**config.mk**
```make
export PLATFORM = sky130hd
export DESIGN_NAME = sa_cdma_img_fifo_arb
export DESIGN_NICKNAME = d
export VERILOG_FILES = /design/src/rtl/sa_cdma_img_fifo_arb.sv
export SDC_FILE = /design/constraint.sdc
export NUM_CORES = 1
export LEC_CHECK = 0
export BUFFER_PORTS_ARGS = -buffer_cell sky130_fd_sc_hd__buf_2
export CAP_MARGIN = 40
export CORE_MARGIN = 3
export CORE_UTILIZATION = 25
export DETAILED_ROUTE_END_ITERATION = 8
export PLACE_DENSITY_LB_ADDON = 0.12
export SYNTH_ARGS = -nofsm -noshare
export SYNTH_HDL_FRONTEND = slang
export SYNTH_SLANG_ARGS = --single-unit
export TNS_END_PERCENT = 100
```
**constraint.sdc**
```tcl
create_clock -name clk -period 4.01 [get_ports clk]
set_clock_uncertainty 0.05 [all_clocks]
set_input_delay 1.0025 -clock clk [delete_from_list [all_inputs] [get_ports clk]]
set_output_delay 1.0025 -clock clk [all_outputs]
set_load 0.005 [all_outputs]
```
**src/rtl/sa_cdma_img_fifo_arb.sv**
```systemverilog
// Packet-level round-robin arbiter feeding the CDMA image FIFO write port, with occupancy tracking.
// Optional per-requester beat/packet counters are built when SA_CDMA_IMG_ARB_PERF_EN is defined.
module sa_cdma_img_fifo_arb #(
   parameter int NREQ      = 2,
   parameter int DW        = 11,
   parameter int DEPTH     = 128,
   parameter int MAX_BURST = 64
) (
   input  logic                      clk,
   input  logic                      reset_,
   input  logic [NREQ-1:0]           req_vld,
   output logic [NREQ-1:0]           req_rdy,
   input  logic [NREQ*DW-1:0]        req_data,
   input  logic [NREQ-1:0]           req_last,
   output logic                      fifo_wr_req,
   input  logic                      fifo_wr_ready,
   output logic [DW-1:0]             fifo_wr_data,
   input  logic                      fifo_pop,
   output logic [$clog2(DEPTH):0]    occupancy,
   output logic [$clog2(NREQ)-1:0]   grant_id,
   output logic                      burst_ovf
`ifdef SA_CDMA_IMG_ARB_PERF_EN
   ,
   output logic [NREQ*32-1:0]        perf_beats,
   output logic [NREQ*32-1:0]        perf_pkts
`endif
);

   localparam int GW = $clog2(NREQ);
   localparam int OW = $clog2(DEPTH) + 1;
   localparam int CW = $clog2(MAX_BURST) + 1;

   typedef enum logic {IDLE, BURST} state_t;

   state_t          state_q, state_d;
   logic [GW-1:0]   grant_q, grant_d;
   logic [GW-1:0]   rr_q, rr_d;
   logic [CW-1:0]   cnt_q, cnt_d;
   logic            ovf_q, ovf_d;
   logic [DW-1:0]   hold_q, hold_d;
   logic [OW-1:0]   occ_q, occ_d;

   logic            g_vld, g_last, accept, push, found;
   logic [DW-1:0]   g_data;
   logic [GW-1:0]   cand;

   assign g_vld  = req_vld[grant_q];
   assign g_last = req_last[grant_q];
   assign g_data = req_data[int'(grant_q)*DW +: DW];

   always_comb begin
      state_d      = state_q;
      grant_d      = grant_q;
      rr_d         = rr_q;
      cnt_d        = cnt_q;
      ovf_d        = ovf_q;
      hold_d       = hold_q;
      req_rdy      = '0;
      fifo_wr_req  = 1'b0;
      fifo_wr_data = hold_q;
      accept       = 1'b0;
      found        = 1'b0;
      cand         = '0;
      case (state_q)
         IDLE: begin
            for (int k = 0; k < NREQ; k++) begin
               cand = GW'((int'(rr_q) + k) % NREQ);
               if (!found && req_vld[cand]) begin
                  found   = 1'b1;
                  grant_d = cand;
               end
            end
            if (found) state_d = BURST;
         end
         BURST: begin
            fifo_wr_req       = g_vld;
            fifo_wr_data      = g_data;
            hold_d            = g_data;
            req_rdy[grant_q]  = fifo_wr_ready;
            accept            = g_vld & fifo_wr_ready;
            if (accept) begin
               if (g_last) begin
                  cnt_d   = '0;
                  rr_d    = GW'((int'(grant_q) + 1) % NREQ);
                  state_d = IDLE;
               end else begin
                  if (cnt_q == CW'(MAX_BURST - 1)) ovf_d = 1'b1;
                  // Counter saturates; an oversized packet keeps its grant until last.
                  if (cnt_q < CW'(MAX_BURST)) cnt_d = cnt_q + 1'b1;
               end
            end
         end
         default: state_d = IDLE;
      endcase
   end

   assign push = fifo_wr_req & fifo_wr_ready;

   always_comb begin
      occ_d = occ_q;
      if (push && !fifo_pop && occ_q < OW'(DEPTH)) occ_d = occ_q + 1'b1;
      else if (fifo_pop && !push && occ_q != '0) occ_d = occ_q - 1'b1;
   end

   always_ff @(posedge clk or negedge reset_) begin
      if (!reset_) begin
         state_q <= IDLE;
         grant_q <= '0;
         rr_q    <= '0;
         cnt_q   <= '0;
         ovf_q   <= 1'b0;
         hold_q  <= '0;
         occ_q   <= '0;
      end else begin
         state_q <= state_d;
         grant_q <= grant_d;
         rr_q    <= rr_d;
         cnt_q   <= cnt_d;
         ovf_q   <= ovf_d;
         hold_q  <= hold_d;
         occ_q   <= occ_d;
      end
   end

   assign occupancy = occ_q;
   assign grant_id  = grant_q;
   assign burst_ovf = ovf_q;

`ifdef SA_CDMA_IMG_ARB_PERF_EN
   logic [31:0] beats_q [NREQ];
   logic [31:0] pkts_q  [NREQ];

   always_ff @(posedge clk or negedge reset_) begin
      if (!reset_) begin
         for (int i = 0; i < NREQ; i++) begin
            beats_q[i] <= '0;
            pkts_q[i]  <= '0;
         end
      end else if (accept) begin
         beats_q[grant_q] <= beats_q[grant_q] + 32'd1;
         if (g_last) pkts_q[grant_q] <= pkts_q[grant_q] + 32'd1;
      end
   end

   for (genvar i = 0; i < NREQ; i++) begin : g_perf
      assign perf_beats[i*32 +: 32] = beats_q[i];
      assign perf_pkts[i*32 +: 32]  = pkts_q[i];
   end
`endif

endmodule

```
== After elaboration in Yosys (flattened, before gate mapping) ==
Index checks and enable logic that the tools add are counted.

* Register bits after elaboration: 30
* Latch bits: 0
* Bits in writable memories: 0
* ROM bits: 0
* Input port bits: 30
* Output and inout port bits: 24
* Word-level logic and storage cells: 70
* Memories kept: 0

* Add/sub/neg operators: 5
* Multiply operators: 1
* Divide/modulo/power cells: 0
* $lt $le $gt $ge: 6
* Equal/unequal tests: 1
* Shifts and indexed selects: 1
* Multiplexer cells: 27
* Bitwise logic cells: 5
* Reductions and logical operators: 17

{| class="wikitable"
|+ Operator list
! operator !! count
|-
| $shiftx A22 B6 Y11 || 1
|-
| $mux W1 || 19
|-
| $mux W8 || 2
|-
| $mux W7 || 2
|-
| $mux W11 || 1
|-
| $add A8 B1 Y8 const B || 1
|-
| $lt A8 B8 Y1 const B || 1
|-
| $reduce_bool A8 Y1 || 1
|-
| $sub A8 B1 Y8 const B || 1
|-
| $add A7 B1 Y7 const B || 1
|-
| $eq A7 B6 Y1 const B || 1
|-
| $lt A7 B7 Y1 const B || 1
|-
| $logic_and A1 B1 Y1 || 6
|-
| $lt A1 B2 Y1 const B || 3
|-
| $reduce_and A3 Y1 || 2
|-
| $reduce_bool A2 Y1 || 3
|-
| $mul A1 B4 Y5 const B || 1
|-
| $reduce_and A4 Y1 || 1
|-
| $logic_not A1 Y1 || 3
|-
| $add A1 B1 Y1 const B || 2
|-
| $and A1 B1 Y1 || 2
|-
| $and A2 B2 Y2 || 1
|-
| $mux W2 || 1
|-
| $not A1 Y1 || 2
|-
| other kinds (4) || 4
|}

== Longest topological paths before layout ==
Gate-level depths: netlist of the first run.

* Depth after elaboration: 10
* Gate-level depth with buffers: 11
* Depth with buffers taken out: 9

== Least setup slack after synthesis of the first run ==
OpenSTA, ideal clock, no wires.

* Path kind: input -> register
* Start point: input port req_vld[1]
* End point: register occ_q[7], in the netlist occupancy[7]
* Library setup time: 0.131 ns
* Arrival time: 3.084 ns
* Data required time: 3.829 ns
* Path slack: 0.744 ns
* Cell stages on the path: 10
* Path buffers: 1
* Cell sequence: mux2i_1 -> or2_1 -> clkbuf_2 -> or3_4 -> ha_1 -> o211ai_1 -> o211ai_1 -> o21ai_0 -> nor3b_1 -> or3_1

* Word-level cells in the longest chain between the ends: 8
* Elaborated cells on any way between the ends: 11
* Classes of those cells: mux (4); bitwise (1); reduce/logical (6)

{| class="wikitable"
|+ RTL lines
! what !! RTL line !! text
|-
| from (decl) || 11 || <nowiki>input logic [NREQ-1:0] req_vld,</nowiki>
|-
| $mux W1 (not written as such) * (2 in a row) || 47 || <nowiki>assign g_vld = req_vld[grant_q];</nowiki>
|-
| $mux W1 * || 64 || <nowiki>case (state_q)</nowiki>
|-
| $and A1 B1 Y1 * || 97 || <nowiki>assign push = fifo_wr_req & fifo_wr_ready;</nowiki>
|-
| $logic_not A1 Y1 || 102 || <nowiki>else if (fifo_pop && !push && occ_q != '0) occ_d = occ_q - 1'b1;</nowiki>
|-
| $logic_and A1 B1 Y1 (2 in a row) || 102 ||
|-
| $reduce_bool A2 Y1 (no line) || n/a ||
|-
| to (signal assigned) || 113 || <nowiki>occ_q <= '0;</nowiki>
|-
| to (signal assigned) || 121 || <nowiki>occ_q <= occ_d;</nowiki>
|-
| to (decl) || 41 || <nowiki>logic [OW-1:0] occ_q, occ_d;</nowiki>
|}

Mark *: on every way between the ends. The rest lies on a longest branch, timed or not. The select of a mux whose other input is x is not followed.
A chain may end at the register's enable or synchronous reset.

== Final worst setup path of the first run ==
Ends and elaborated chain as after synthesis.

==> results of run 1 <==
[worst reg2reg max path, delay by kind of cell, from the launching register on]
family / cells / cell delay, ns
mux: 1 / 0.16
simple gates: 4 / 1.31
fa+ha+maj: 1 / 0.39
compound gates: 3 / 0.43
flops: 1 / 0.39
[power groups by stage]
stage	clock (mW)	sequential, mW	combinational [mW]
global route	0.275	0.535	0.827
finish	0.248	0.515	0.724
floorplan	0	0.507	0.522
detailed placement	0	0.521	0.736
global placement	0	0.524	0.740
CTS	0.261	0.516	0.742
[cell families after synthesis]
kind of cell	after synthesis	synth area share [%]
simple gates	47	13.6
compound gates	37	13.5
flops	30	46.0
mux	19	12.1
xor+xnor	10	5.36
buf+inv	10	2.83
fa+ha+maj	8	6.59
[sequential cells by signal (all words and copies together), names as in the netlist]
name,count
burst_ovf,1
occupancy,8
hold_q,11
cnt_q,7
rr_q,1
grant_id,1
state_q,1
[cell usage in the layout, fill, tap and decap left out, types with 4 or more instances in the layout]
| master | n |
|---|---|
| mux2i_1 | 13 |
| inv_1 | 4 |
| o21ai_0 | 5 |
| clkbuf_8 | 6 |
| mux2_2 | 6 |
| xor2_1 | 6 |
| nand2_1 | 7 |
| ha_1 | 7 |
| xnor2_1 | 4 |
| a21oi_1 | 18 |
| buf_2 | 53 |
| dfrtp_1 | 30 |
| nor2_1 | 24 |
[stage by stage]
stage / utilization (%) / instances
5_1_grt: 33.7 / 293
2_1_floorplan: - / 161
4_1_cts: 33.7 / 293
6_report: 33.7 / 293
3_5_place_dp: 32.2 / 285
3_3_place_gp: 32.2 / 285
[final timing paths]
| kind | start | end | slack, ns | depth (start not counted) |
|---|---|---|---|---|
| worst min-delay path | burst_ovf$_DFFE_PN0P_ | burst_ovf$_DFFE_PN0P_ | 0.41 | 1 |
| worst max register to register | grant_id$_DFFE_PN0P_ | occupancy[7]$_DFFE_PN0P_ | 1.16 | 9 |
| min in group asynchronous | reset_ | occupancy[6]$_DFFE_PN0P_ | 0.72 | 1 |
| max in group asynchronous | reset_ | hold_q[4]$_DFF_PN0_ | 2.74 | 1 |
| worst min register to register | burst_ovf$_DFFE_PN0P_ | burst_ovf$_DFFE_PN0P_ | 0.41 | 1 |
| worst max-delay path | req_vld[1] | occupancy[7]$_DFFE_PN0P_ | 0.76 | 10 |
[area by class of cell]
class                   count  area, um2
fillers                   654       4060
multi-input cells         121        836
flip-flops and latches     30        751
repair buffers             55        280
well taps                  75       93.8
clock buffers               7       86.3
inverters                   4       15.0
clock inverters             1       5.00
[per-layer routing]
layer / vias to the layer above / share of wire, % / wire length, um
li1: 690 / - / -
met1: 631 / 44 / 1660
met2: 23 / 49 / 1860
met3: 4 / 5.3 / 202
met4: 0 / 1.2 / 46
met5: - / 0 / 0
==> qor.txt, run 1 <==
crit-path cells - buf_2, mux2i_1, or2_1, or3_4, ha_1, o211ai_1, o211ai_1, o21ai_0, nor3b_1, or3_1
logic gate share of total power - 48.7%
global routing usage on met2 - 16.4%
diode count - 0
Ys Warns - 0
DPL Wire Length - 2.83 mm
actual slew at the worst max-slew pin - 0.695 ns
Die X - 86.8 um
cell internal pwr - 924 uW
post-placement setup slack - 0.462 ns
wire per inst - 12.9 um
Static Leak - 0.987 nW
Vias/cell - 4.60
CP Class - input pin to flip-flop
remaining global-route overflow - 0
Worst Hold Class - flip-flop to flip-flop
die footprint - 7540 um2
Skew-Pair Late Insertion Delay - 0.28 ns
Largest stage delay, worst path - 0.43 ns
max-cap violations - 0
TritonRoute pass-1 iters - 4
library cells used by synthesis - 35
FP Rows - 28
Worst Path Required - 4.12 ns
Synth Cell Area - 1630 um2
# setup viols final - 0
Worst-path clk slew - 0.07 ns
core area - 6130 um2
top-count cell post-synth - dfrtp_1
nets@finish - 255
first-pass GRT wire length - 6.27 mm
top_reg_cell synth - dfrtp_1
CP Data Arrival Time - 3.35 ns
initial drt markers - 50
layer with the highest usage - met2
FFs w/ async S/R, synth - 100%
CTS tree - done
starting density of the core - 26.6%
post_cts resized - 0
Total Routing Usage GR - 10.7%
P_sw - 563 uW
Seq cells post-synth - 30
Placed Area - 1980 um2
Buffers on Ports - 53
Post-Route WL - 3.78 mm
Die Height - 86.8 um
EDFF count, synth - 0
Top Family by Delay on Critical Path - simple AND/OR/NAND/NOR gates
CP startpoint kind - input pin
outcome - completed
GR Util met1 - 13.9%
Total Power - 1.49 mW
register area share after synthesis - 46.0%
hold_ws - 0.409 ns
setup tns final - 0 ns
Hold Buf Count CTS - 0
initial antenna violation count - 0
GR Layer Usage met3 - 3.42%
CTS buffer count - 5
post-route ant nets - 0
largest net degree at the start of global routing - 31
period utilization - 81.0%
Worst Setup End Kind - flip-flop
Slew headroom - 53.6%
PnR worst setup slack - 0.762 ns
Max H-tree Level - 2
fraction of layout cells with a size suffix above 1 - 32.6%
Post-Layout Inst Area - 2070 um2
clock sinks - 30
IO Count - 54
vias in the first global route - 1,311
Net Count, Synth - 199
Reg power frac - 34.6%
maximum clock rate - 308 MHz
vias - 1,348
area share of the largest cell type after synthesis - 46.0%
cells after synthesis - 161
CP max-delay cell - or3_4
critical path peak fanout - 8
min Tclk post-route - 3.25 ns
Area contributors post-synth - dfrtp_1 (46%), mux2i_1 (8.0%), a21oi_1 (5.5%), nor2_1 (5.5%), ha_1 (5.4%)
crit-path most repeated cell - o211ai_1
RD Place Congestion - 0.788
P&R area growth vs syn - 26.6%
Hold Violations, Final - 0
unrepaired setup endpoints after global routing - no
PD cells - 719 nW/um2
largest area contributor in the netlist - dfrtp_1
Slew Limit Fails - 0
synth cell count leaders - dfrtp_1 (30), nor2_1 (24), a21oi_1 (18)
Worst Path Buf+Inv - 1
clock share of power - 16.7%
Remaining DRCs - 0
syn_area_per_cell - 10.1 um2
postcts setup bufs - 0
CTS root buffer - clkbuf_8
peak supply drop - 340 uV
switching share of total power - 37.8%
clk buf depth - 2
(Power assumes the default switching activity.)
==> inputs of run 2 (changes only) <==
Clock period 4.01 ns to 2.9 ns, I/O delays scaled along.
==> qor.txt, run 2 (same netlist as run 1, synthesis figures left out) <==
RR Startpoint - grant_id$_DFFE_PN0P_
Reg with most FFs - hold_q
core area - 6130 um2
nets@finish - 269
peak supply drop - 448 uV
initial drt markers - 59
Vias/cell - 4.61
DPL Wire Length - 2.90 mm
Die X - 86.8 um
Worst Setup EP - occupancy[7]$_DFFE_PN0P_
initial antenna violation count - 0
CTS buffer count - 5
maximum clock rate - 368 MHz
IO Count - 54
min Tclk post-route - 2.72 ns
most common library cell in the layout ignoring fill and taps - buf_2
Remaining DRCs - 0
period utilization - 93.7%
Total Routing Usage GR - 10.7%
wire per inst - 12.7 um
die footprint - 7540 um2
outcome - completed
largest net degree at the start of global routing - 31
Skew-Pair Late Insertion Delay - 0.28 ns
CP startpoint kind - input pin
fraction of layout cells with a size suffix above 1 - 40.9%
diode count - 0
reg-to-reg endpoint - occupancy[7]$_DFFE_PN0P_
max-cap violations - 0
# setup viols final - 0
Worst Setup End Kind - flip-flop
PnR worst setup slack - 0.183 ns
Buffers on Ports - 53
reg2reg setup slack - 0.20 ns
Slew Limit Fails - 0
Die Height - 86.8 um
postcts setup bufs - 0
Max H-tree Level - 2
Worst Hold Class - flip-flop to flip-flop
Worst-path clk slew - 0.06 ns
post_cts resized - 0
actual slew at the worst max-slew pin - 0.693 ns
starting density of the core - 26.6%
post-route ant nets - 0
Post-Route WL - 3.86 mm
TritonRoute pass-1 iters - 4
CTS root buffer - clkbuf_8
first-pass GRT wire length - 6.27 mm
clk buf depth - 2
P&R area growth vs syn - 37.9%
clock sinks - 30
vias in the first global route - 1,346
post-placement setup slack - -0.121 ns
Hold Buf Count CTS - 0
Static Leak - 1.06 nW
unrepaired setup endpoints after global routing - no
Worst Path Required - 3.00 ns
critical path peak fanout - 8
final core occ - 36.7%
CP Data Arrival Time - 2.82 ns
Total Power - 2.25 mW
CTS tree - done
cells on worst reg2reg path - 9
PD cells - 998 nW/um2
FP Rows - 28
CP Class - input pin to flip-flop
Critical Path Start - req_vld[1]
WHS Path Cells - 1
Slew headroom - 53.8%
Largest register FFs - 11
RD Place Congestion - 0.695
fillers - 629
remaining global-route overflow - 0
Hold Violations, Final - 0
vias - 1,406
commonest non-fill, non-tap cells in the layout - buf_2 (53), dfrtp_1 (30), nor2_1 (24)
[run 2: changes by cell type in the layout (fill, tap and decap cells not counted), moves of 2 or more]
cell      delta
ha_1         -4
a211oi_1     -2
ha_4         +4
a211oi_2     +2
buf_4       +14
[run 2: cell type report]
class                           count  area (um2)  area share, %
Inverter                            4        15.0          0.667
Sequential cell                    30         751           33.4
Multi-Input combinational cell    121         923           41.0
Clock buffer                        6        82.6           3.67
Tap cell                           75        93.8           4.17
Timing Repair Buffer               69         385           17.1
[run 2: worst max-delay path, stage by stage]
cell	delay, ns
buf_2	0.11
mux2i_4	0.07
or2_1	0.23
or3_4	0.48
ha_4	0.28
o211ai_1	0.20
o211ai_1	0.12
o21ai_1	0.13
a31oi_1	0.10
or3_1	0.37
[run 2: per-layer routing]
layer / part of all wire [%] / vias to the layer above / wire, um / global-route usage [%]
met3: 7.3 / 5 / 281 / 3.90
met2: 43 / 44 / 1660 / 15.7
met5: 0 / - / 0 / 0
li1: - / 714 / - / -
met4: 1.5 / 0 / 57 / 3.82
met1: 48 / 643 / 1860 / 14.3
[run 2: where the power goes]
| group | internal, mW | total, mW | switching [mW] |
|---|---|---|---|
| logic | 0.646 | 1.18 | 0.534 |
| clock network | 0.183 | 0.333 | 0.150 |
| registers | 0.585 | 0.734 | 0.149 |
[run 2: worst min path at each step]
stage	start	end	slack, ns
finish	burst_ovf$_DFFE_PN0P_	burst_ovf$_DFFE_PN0P_	0.42
global route	burst_ovf$_DFFE_PN0P_	burst_ovf$_DFFE_PN0P_	0.45
CTS	burst_ovf$_DFFE_PN0P_	burst_ovf$_DFFE_PN0P_	0.42
detailed placement	burst_ovf$_DFFE_PN0P_	burst_ovf$_DFFE_PN0P_	0.41
global placement	burst_ovf$_DFFE_PN0P_	burst_ovf$_DFFE_PN0P_	0.40
floorplan	reset_	burst_ovf$_DFFE_PN0P_	0.38
[run 2: through the flow]
step | hold WS (ns) | setup TNS (ns) | cell area (um2) | std cells
floorplan | 0.379 | -0.0143 | 1720 | 161
global placement | 0.400 | -0.170 | 2170 | 299
detailed placement | 0.408 | -0.231 | 2170 | 299
CTS | 0.424 | 0 | 2250 | 305
global route | 0.445 | 0 | 2250 | 305
finish | 0.417 | 0 | 2250 | 305
